--- src/rtl/led_fade_pkg.sv ---
// Shared constants for the RGB fade scheduler: register map, CTRL/STATUS bits, FSM codes.
// No logic and no latency; these are constants and one pure helper function.
// Backpressure: not applicable.
package led_fade_pkg;

  // Bus page that selects this peripheral (iomem_addr[31:24]).
  localparam logic [7:0] IOMEM_PAGE = 8'h03;

  // Register offsets relative to the block's base offset.
  localparam logic [7:0] REG_CTRL_OFS   = 8'h00;
  localparam logic [7:0] REG_TARGET_OFS = 8'h04;
  localparam logic [7:0] REG_STATUS_OFS = 8'h08;

  // CTRL bit positions.
  localparam int CTRL_EN_BIT    = 0;
  localparam int CTRL_SNAP_BIT  = 1;
  localparam int CTRL_IRQ_BIT   = 2;
  localparam int CTRL_PER_LSB   = 16;

  // STATUS bit positions.
  localparam int STAT_BUSY_BIT  = 0;
  localparam int STAT_DONE_BIT  = 1;
  localparam int STAT_CUR_LSB   = 8;

  // FSM encoding, kept as plain constants so older tools can consume it.
  localparam logic [0:0] ST_IDLE = 1'b0;
  localparam logic [0:0] ST_RAMP = 1'b1;

  // One colour as seen on the bus: {B,G,R}, red in the low byte.
  typedef struct packed {
    logic [7:0] b;
    logic [7:0] g;
    logic [7:0] r;
  } rgb_t;

  // Move one LSB from cur toward tgt; unchanged when already equal.
  function automatic logic [7:0] step_toward(input logic [7:0] cur, input logic [7:0] tgt);
    logic [7:0] res;
    res = cur;
    if (cur < tgt) begin
      res = cur + 8'd1;
    end else if (cur > tgt) begin
      res = cur - 8'd1;
    end
    return res;
  endfunction

endpackage

--- src/rtl/led_fade_step.sv ---
// One colour channel: current duty register that steps one LSB toward its target or snap-loads.
// Latency: the new value appears one clock after step_i/snap_i are sampled.
// Backpressure: none; step_i and snap_i are single-cycle strobes from the scheduler.
module led_fade_step
  import led_fade_pkg::*;
(
  input  logic       clk,
  input  logic       resetn,
  input  logic       step_i,      // advance one LSB toward tgt_i this cycle
  input  logic       snap_i,      // load snap_val_i directly (wins over step_i)
  input  logic [7:0] snap_val_i,
  input  logic [7:0] tgt_i,       // target in force for this cycle's step
  output logic [7:0] cur_o,       // current duty
  output logic       eq_o         // the stepped value would land on tgt_i
);

  logic [7:0] cur_q;
  logic [7:0] cur_d;
  logic [7:0] stepped;

  // Next duty: snap load has priority, otherwise a step toward the target.
  always_comb begin
    stepped = step_toward(cur_q, tgt_i);
    cur_d   = cur_q;
    if (snap_i) begin
      cur_d = snap_val_i;
    end else if (step_i) begin
      cur_d = stepped;
    end
  end

  // Duty register with synchronous reset to fully off.
  always_ff @(posedge clk) begin
    if (!resetn) begin
      cur_q <= 8'h00;
    end else begin
      cur_q <= cur_d;
    end
  end

  assign cur_o = cur_q;
  assign eq_o  = (stepped == tgt_i);

endmodule

--- src/rtl/led_fade_ctrl.sv ---
// Memory-mapped RGB fade scheduler: ramps three pwm duties toward a target at one LSB per step.
// Latency: bus ack and read data one clock after a selected request; first step P clocks after a TARGET ack.
// Backpressure: none; every selected request is acknowledged on the next edge, unselected ones never.
module led_fade_ctrl
  import led_fade_pkg::*;
#(
  parameter logic [7:0] BASE_OFFSET = 8'h10,
  parameter int         PERIOD_W    = 16
) (
  input  logic        clk,
  input  logic        resetn,
  input  logic        iomem_valid,
  output logic        iomem_ready,
  input  logic [3:0]  iomem_wstrb,
  input  logic [31:0] iomem_addr,
  input  logic [31:0] iomem_wdata,
  output logic [31:0] iomem_rdata,
  output logic [7:0]  duty_r,
  output logic [7:0]  duty_g,
  output logic [7:0]  duty_b,
  output logic        irq_done
);

  localparam logic [7:0] ADDR_CTRL   = BASE_OFFSET + REG_CTRL_OFS;
  localparam logic [7:0] ADDR_TARGET = BASE_OFFSET + REG_TARGET_OFS;
  localparam logic [7:0] ADDR_STATUS = BASE_OFFSET + REG_STATUS_OFS;

  // Architectural registers.
  logic                en_q, en_d;
  logic                snap_q, snap_d;
  logic                irq_en_q, irq_en_d;
  logic [PERIOD_W-1:0] period_q, period_d;
  logic [PERIOD_W-1:0] presc_q, presc_d;
  rgb_t                tgt_q, tgt_d;
  logic [0:0]          state_q, state_d;
  logic                done_q, done_d;
  logic                ready_q, ready_d;
  logic [31:0]         rdata_q, rdata_d;

  // Decode and control strobes.
  logic                page_ok;
  logic                hit_ctrl, hit_tgt, hit_stat;
  logic                sel, wr;
  logic                done_w1c;
  logic                snap_load;
  logic                step;
  logic                done_set;
  logic                wrap;
  logic [PERIOD_W-1:0] last_cnt;
  logic [15:0]         per16;
  logic [31:0]         rd_val;
  rgb_t                cur;
  logic [2:0]          ch_eq;

  // Address bits between the page and the register window are not decoded.
  logic                unused_addr;
  assign unused_addr = ^iomem_addr[23:8];

  // Request decode: only a fresh (not-yet-acked) request on our page and offsets is taken.
  always_comb begin
    page_ok  = (iomem_addr[31:24] == IOMEM_PAGE);
    hit_ctrl = (iomem_addr[7:0] == ADDR_CTRL);
    hit_tgt  = (iomem_addr[7:0] == ADDR_TARGET);
    hit_stat = (iomem_addr[7:0] == ADDR_STATUS);
    sel      = iomem_valid & ~ready_q & page_ok & (hit_ctrl | hit_tgt | hit_stat);
    wr       = sel & (|iomem_wstrb);
  end

  // Read mux over pre-edge register contents.
  always_comb begin
    rd_val = 32'h0;
    if (hit_ctrl) begin
      rd_val = {per16_of(period_q), 13'h0, irq_en_q, snap_q, en_q};
    end else if (hit_tgt) begin
      rd_val = {8'h00, tgt_q};
    end else if (hit_stat) begin
      rd_val = {cur, 6'h00, done_q, (state_q == ST_RAMP)};
    end
  end

  function automatic logic [15:0] per16_of(input logic [PERIOD_W-1:0] p);
    return 16'(p);
  endfunction

  // Register writes, honouring byte strobes; STATUS only carries the done W1C.
  always_comb begin
    en_d     = en_q;
    snap_d   = snap_q;
    irq_en_d = irq_en_q;
    per16    = per16_of(period_q);
    tgt_d    = tgt_q;
    done_w1c = 1'b0;
    if (wr && hit_ctrl) begin
      if (iomem_wstrb[0]) begin
        en_d     = iomem_wdata[CTRL_EN_BIT];
        snap_d   = iomem_wdata[CTRL_SNAP_BIT];
        irq_en_d = iomem_wdata[CTRL_IRQ_BIT];
      end
      if (iomem_wstrb[2]) per16[7:0]  = iomem_wdata[CTRL_PER_LSB +: 8];
      if (iomem_wstrb[3]) per16[15:8] = iomem_wdata[CTRL_PER_LSB+8 +: 8];
    end
    if (wr && hit_tgt) begin
      if (iomem_wstrb[0]) tgt_d.r = iomem_wdata[7:0];
      if (iomem_wstrb[1]) tgt_d.g = iomem_wdata[15:8];
      if (iomem_wstrb[2]) tgt_d.b = iomem_wdata[23:16];
    end
    if (wr && hit_stat && iomem_wstrb[0] && iomem_wdata[STAT_DONE_BIT]) begin
      done_w1c = 1'b1;
    end
    period_d = per16[PERIOD_W-1:0];
  end

  // A step fires when the prescaler reaches period-1 (period 0 behaves as 1). Using >=
  // lets a shortened period take effect on the very next cycle.
  always_comb begin
    last_cnt = (period_q == '0) ? '0 : (period_q - PERIOD_W'(1));
    wrap     = (presc_q >= last_cnt);
  end

  // Scheduler FSM. A snap-mode TARGET write overrides any ramp in progress; the IDLE
  // exit looks at post-write enable/target so the first step lands exactly P clocks
  // after the ack. A step always uses the target that was in force before this edge.
  always_comb begin
    state_d   = state_q;
    presc_d   = presc_q;
    step      = 1'b0;
    done_set  = 1'b0;
    snap_load = wr & hit_tgt & snap_q;
    if (snap_load) begin
      state_d  = ST_IDLE;
      presc_d  = '0;
      done_set = en_d;
    end else if (state_q == ST_IDLE) begin
      presc_d = '0;
      if (en_d && (cur != tgt_d)) begin
        state_d = ST_RAMP;
      end
    end else if (!en_d) begin
      state_d = ST_IDLE;
      presc_d = '0;
    end else if (wrap) begin
      step    = 1'b1;
      presc_d = '0;
      if (&ch_eq) begin
        done_set = 1'b1;
        state_d  = ST_IDLE;
      end
    end else begin
      presc_d = presc_q + PERIOD_W'(1);
    end
  end

  // Sticky done flag: a set in the same cycle as a clear wins.
  always_comb begin
    done_d = done_q;
    if (done_w1c) done_d = 1'b0;
    if (done_set) done_d = 1'b1;
  end

  // Single-cycle ack; read data is zero whenever ready is low so buses can be OR-ed.
  always_comb begin
    ready_d = sel;
    rdata_d = sel ? rd_val : 32'h0;
  end

  // All control and bus state, synchronous active-low reset.
  always_ff @(posedge clk) begin
    if (!resetn) begin
      en_q     <= 1'b0;
      snap_q   <= 1'b0;
      irq_en_q <= 1'b0;
      period_q <= PERIOD_W'(1);
      presc_q  <= '0;
      tgt_q    <= '0;
      state_q  <= ST_IDLE;
      done_q   <= 1'b0;
      ready_q  <= 1'b0;
      rdata_q  <= 32'h0;
    end else begin
      en_q     <= en_d;
      snap_q   <= snap_d;
      irq_en_q <= irq_en_d;
      period_q <= period_d;
      presc_q  <= presc_d;
      tgt_q    <= tgt_d;
      state_q  <= state_d;
      done_q   <= done_d;
      ready_q  <= ready_d;
      rdata_q  <= rdata_d;
    end
  end

  led_fade_step u_step_r (
    .clk        (clk),
    .resetn     (resetn),
    .step_i     (step),
    .snap_i     (snap_load),
    .snap_val_i (tgt_d.r),
    .tgt_i      (tgt_q.r),
    .cur_o      (cur.r),
    .eq_o       (ch_eq[0])
  );

  led_fade_step u_step_g (
    .clk        (clk),
    .resetn     (resetn),
    .step_i     (step),
    .snap_i     (snap_load),
    .snap_val_i (tgt_d.g),
    .tgt_i      (tgt_q.g),
    .cur_o      (cur.g),
    .eq_o       (ch_eq[1])
  );

  led_fade_step u_step_b (
    .clk        (clk),
    .resetn     (resetn),
    .step_i     (step),
    .snap_i     (snap_load),
    .snap_val_i (tgt_d.b),
    .tgt_i      (tgt_q.b),
    .cur_o      (cur.b),
    .eq_o       (ch_eq[2])
  );

  assign iomem_ready = ready_q;
  assign iomem_rdata = rdata_q;
  assign duty_r      = cur.r;
  assign duty_g      = cur.g;
  assign duty_b      = cur.b;
  assign irq_done    = done_q & irq_en_q;

endmodule

--- config.mk ---
export PLATFORM = sky130hd
export DESIGN_NAME = led_fade_ctrl
export DESIGN_NICKNAME = d
export VERILOG_FILES = /design/src/rtl/led_fade_pkg.sv /design/src/rtl/led_fade_step.sv /design/src/rtl/led_fade_ctrl.sv
export SDC_FILE = /design/constraint.sdc
export NUM_CORES = 1
export LEC_CHECK = 0
export CAP_MARGIN = 0
export CORE_MARGIN = 1.5
export CORE_UTILIZATION = 40
export DETAILED_ROUTE_END_ITERATION = 7
export PLACE_DENSITY_LB_ADDON = 0.3
export SKIP_LAST_GASP = 1
export SLEW_MARGIN = 10
export SYNTH_ARGS = -nofsm -noshare
export SYNTH_HDL_FRONTEND = slang
export SYNTH_SLANG_ARGS = --single-unit
--- constraint.sdc ---
create_clock -name clk -period 5.7 [get_ports clk]
set_input_delay 1.14 -clock clk [delete_from_list [all_inputs] [get_ports clk]]
set_output_delay 1.14 -clock clk [all_outputs]
set_load 0.005 [all_outputs]
==> reports/qor.yml <==
status:
  status: "completed"
timing:
  hold_viol: 0
  setup_violations: 0
  fmax_mhz: 196
  final.min_clock_period_ns: 5.11
  finalClockSkew_ns: 0.00709
  timing.setup.tns_ns: 0
  worst_slew_pin_slew_ns: 0.954
  drv_slew: 0
  rsz0062_at_grt: "no"
  setup_ws_ns: 0.590
  period_share: 0.897
  relSlewSlack: 0.356
synth:
  synth_area_leaders: "dfxtp_1, ha_1, mux2i_1"
  ys_ff_latch: 118
  synthTopCellsByCount: "dfxtp_1, nor2_1, nand2_1, inv_1, mux2i_1"
  syn_area_sq_um: 7940
  synth_top_area_frac: 0.298
  yosysSeqAreaShare: 0.298
  ys_warn_count: 0
  synth_ff_type: "dfxtp_1"
  synthArstFlopShare: 0
  yosysMostFrequentCell: "dfxtp_1"
  yosysUniqueCellTypes: 68
  synth_edf_count: 0
  syn_area_per_cell_sq_um: 8.05
  syn-num-nets: 1106
  synth_area_leader_cell: "dfxtp_1"
  netlist_instances: 986
worst_setup_path:
  endpoint: "u_step_g.cur_o[1]"
  cp.arrival_ns: 5.48
  worstSetupPathType: "flip-flop to flip-flop"
  cp_max_fo: 23
  r2r_slack_ns: 0.59
  crit_required_ns: 6.07
  reg2reg_from: "period_q[8]"
  r2r_end: "u_step_g.cur_o[1]"
  critPathLaunchType: "flip-flop"
  critPathCaptureType: "flip-flop"
  critPathLaunch: "period_q[8]"
  reg2reg_depth: 13
grt:
  grt_pass1_vias: 6882
  grt_max_degree: 58
  track_usage: 0.248
  antenna_found_initial: 0
  overflow: 0
  grt_pass1_wl_mm: 38.7
clock_tree:
  cts_resized: 0
  clk_path_buf_depth: 2
  cts_tree: "built"
  post_cts_buffers: 0
  cts_hold_buf: 0
  numClockSinks: 118
  cts_buffers: 17
  htree_levels: 4
  clk_pin_slew_ns: 0.06
  clock_latency_ns: 0.42
  cts_root_buf: "clkbuf_16"
floorplan:
  dieArea_sq_um: 20700
  die_height_microns: 144
  coreArea_sq_um: 19500
  fp-row-count: 51
  die_x_microns: 144
  start_util: 0.408
  io-pin-count: 129
placement:
  pre_cts_slack_ns: 0.664
  routabilityCongestion: 0.947
  hpwl_mm: 19.3
  dpl_cell_area_sq_um: 9190
  port_buffers: 112
route:
  routed_wl_mm: 25.3
  drtPass1Iterations: 5
  vias_per_cell: 5.60
  vias: 7512
  drc_errors: 0
  avgRoutedWirePerCell_microns: 18.9
  ant_nets: 0
  drt_iter0_drc: 591
cells_and_area:
  final_core_util: 0.502
  n_fill_cell: 1893
  syn_to_final_growth_pct: 23.1
  final_cell_area_sq_um: 9770
  drive_gt1_frac: 0.0446
  nNetsFinal: 1184
  antenna-diode-count: 0
min_path:
  hp-class: "flip-flop to flip-flop"
job:
  max_cap_violations: 0
pwr:
  ir_worst_vdd_uv: 179
  total_power_mw: 1.96
  power.density_nw_per_um2: 201
  p_leak_nw: 4.05
-- kinds of logic (layout without fill, tap and decap cells) --
family	after synthesis	in the layout	synth area share
compound gates	189	189	0.162
fa+ha+maj	49	49	0.0772
xor+xnor	85	85	0.0938
flops	118	118	0.298
simple gates	381	381	0.246
mux	55	55	0.0703
buf+inv	109	200	0.0529
-- critical path, stage by stage, from the launching register on --
cell and delay (ns):
dfxtp_1 0.38, or4_1 0.61, nor4_1 0.43, nand3_1 0.50
nand2_1 0.19, ha_1 0.27, a211oi_1 0.24, nand2_1 0.11
a211o_1 0.29, o311ai_0 0.84, or2_2 0.57, o21ai_0 0.16
a311oi_1 0.31, o21a_1 0.15
-- registers in the layout, summed over array words and instances (netlist names) --
| signal | flops |
|---|---|
| period_q | 16 |
| iomem_rdata | 32 |
| done_q | 1 |
| u_step_b.cur_o | 8 |
| u_step_r.cur_o | 8 |
| tgt_q | 24 |
| iomem_ready | 1 |
| presc_q | 16 |
| u_step_g.cur_o | 8 |
| snap_q | 1 |
| state_q | 1 |
| irq_en_q | 1 |
| en_q | 1 |
-- layout make-up --
class	count	area, sq um	share of cell area
clock buffers	21	460	0.0471
clock inverters	11	125	0.0128
inverters	54	203	0.0207
multi-input cells	759	5160	0.528
flip-flops and latches	118	2360	0.242
well taps	265	332	0.0339
repair buffers	114	1130	0.116
-- layer usage --
metal | GRT usage | share of wire | vias up
li1 | - | - | 3679
met1 | 0.353 | 0.47 | 3466
met2 | 0.367 | 0.43 | 323
met3 | 0.0506 | 0.085 | 44
met4 | 0.0859 | 0.024 | 0
met5 | 0 | 0 | -
-- power breakdown --
part / switching [mW] / internal (mW) / leakage (nW)
Sequential: 0.000000406 / 0.825 / 0.950
Combinational: 0.0293 / 0.0413 / 2.83
Clock: 0.402 / 0.666 / 0.272
Total: 0.431 / 1.53 / 4.05
-- layout by cell type (no fill, tap or decap), drive strengths merged, types with 5 or more instances in the layout --
| master | netlist | layout |
|---|---|---|
| o2111ai | 7 | 7 |
| or3 | 10 | 10 |
| a21o | 6 | 6 |
| o22ai | 6 | 6 |
| inv | 53 | 54 |
| clkinvlp | 0 | 5 |
| nand2 | 72 | 72 |
| nor2b | 35 | 35 |
| a22oi | 27 | 27 |
| and2 | 5 | 5 |
| o21ai | 29 | 29 |
| dfxtp | 118 | 118 |
| xnor2 | 47 | 47 |
| o211a | 7 | 7 |
| clkbuf | 49 | 21 |
| o21a | 9 | 9 |
| a21oi | 45 | 45 |
| ha | 49 | 49 |
| nor3 | 21 | 21 |
| clkdlybuf4s50 | 0 | 111 |
| nand3 | 43 | 43 |
| mux2i | 55 | 55 |
| nor2 | 102 | 102 |
| nand4 | 19 | 19 |
| a31oi | 9 | 9 |
| o211ai | 5 | 5 |
| nand2b | 17 | 17 |
| or2 | 6 | 6 |
| and3 | 14 | 14 |
| nor4 | 19 | 19 |
| xor2 | 38 | 38 |
-- worst min path at each step --
stage               slack (ns)         end  cells after the start       start
global route              0.53  presc_q[0]                      1  presc_q[0]
global placement          0.47  presc_q[0]                      1  presc_q[0]
finish                    0.50  presc_q[0]                      1  presc_q[0]
detailed placement        0.49  presc_q[0]                      1  presc_q[0]
floorplan                 0.44  presc_q[0]                      1  presc_q[0]
CTS                       0.51  presc_q[0]                      1  presc_q[0]
-- metrics by stage --
stage	hold slack, ns	cells
2_1_floorplan	0.442	986
3_3_place_gp	0.471	1310
3_5_place_dp	0.495	1310
4_1_cts	0.507	1342
5_1_grt	0.532	1342
6_report	0.500	1342
(Power assumes the default switching activity.)
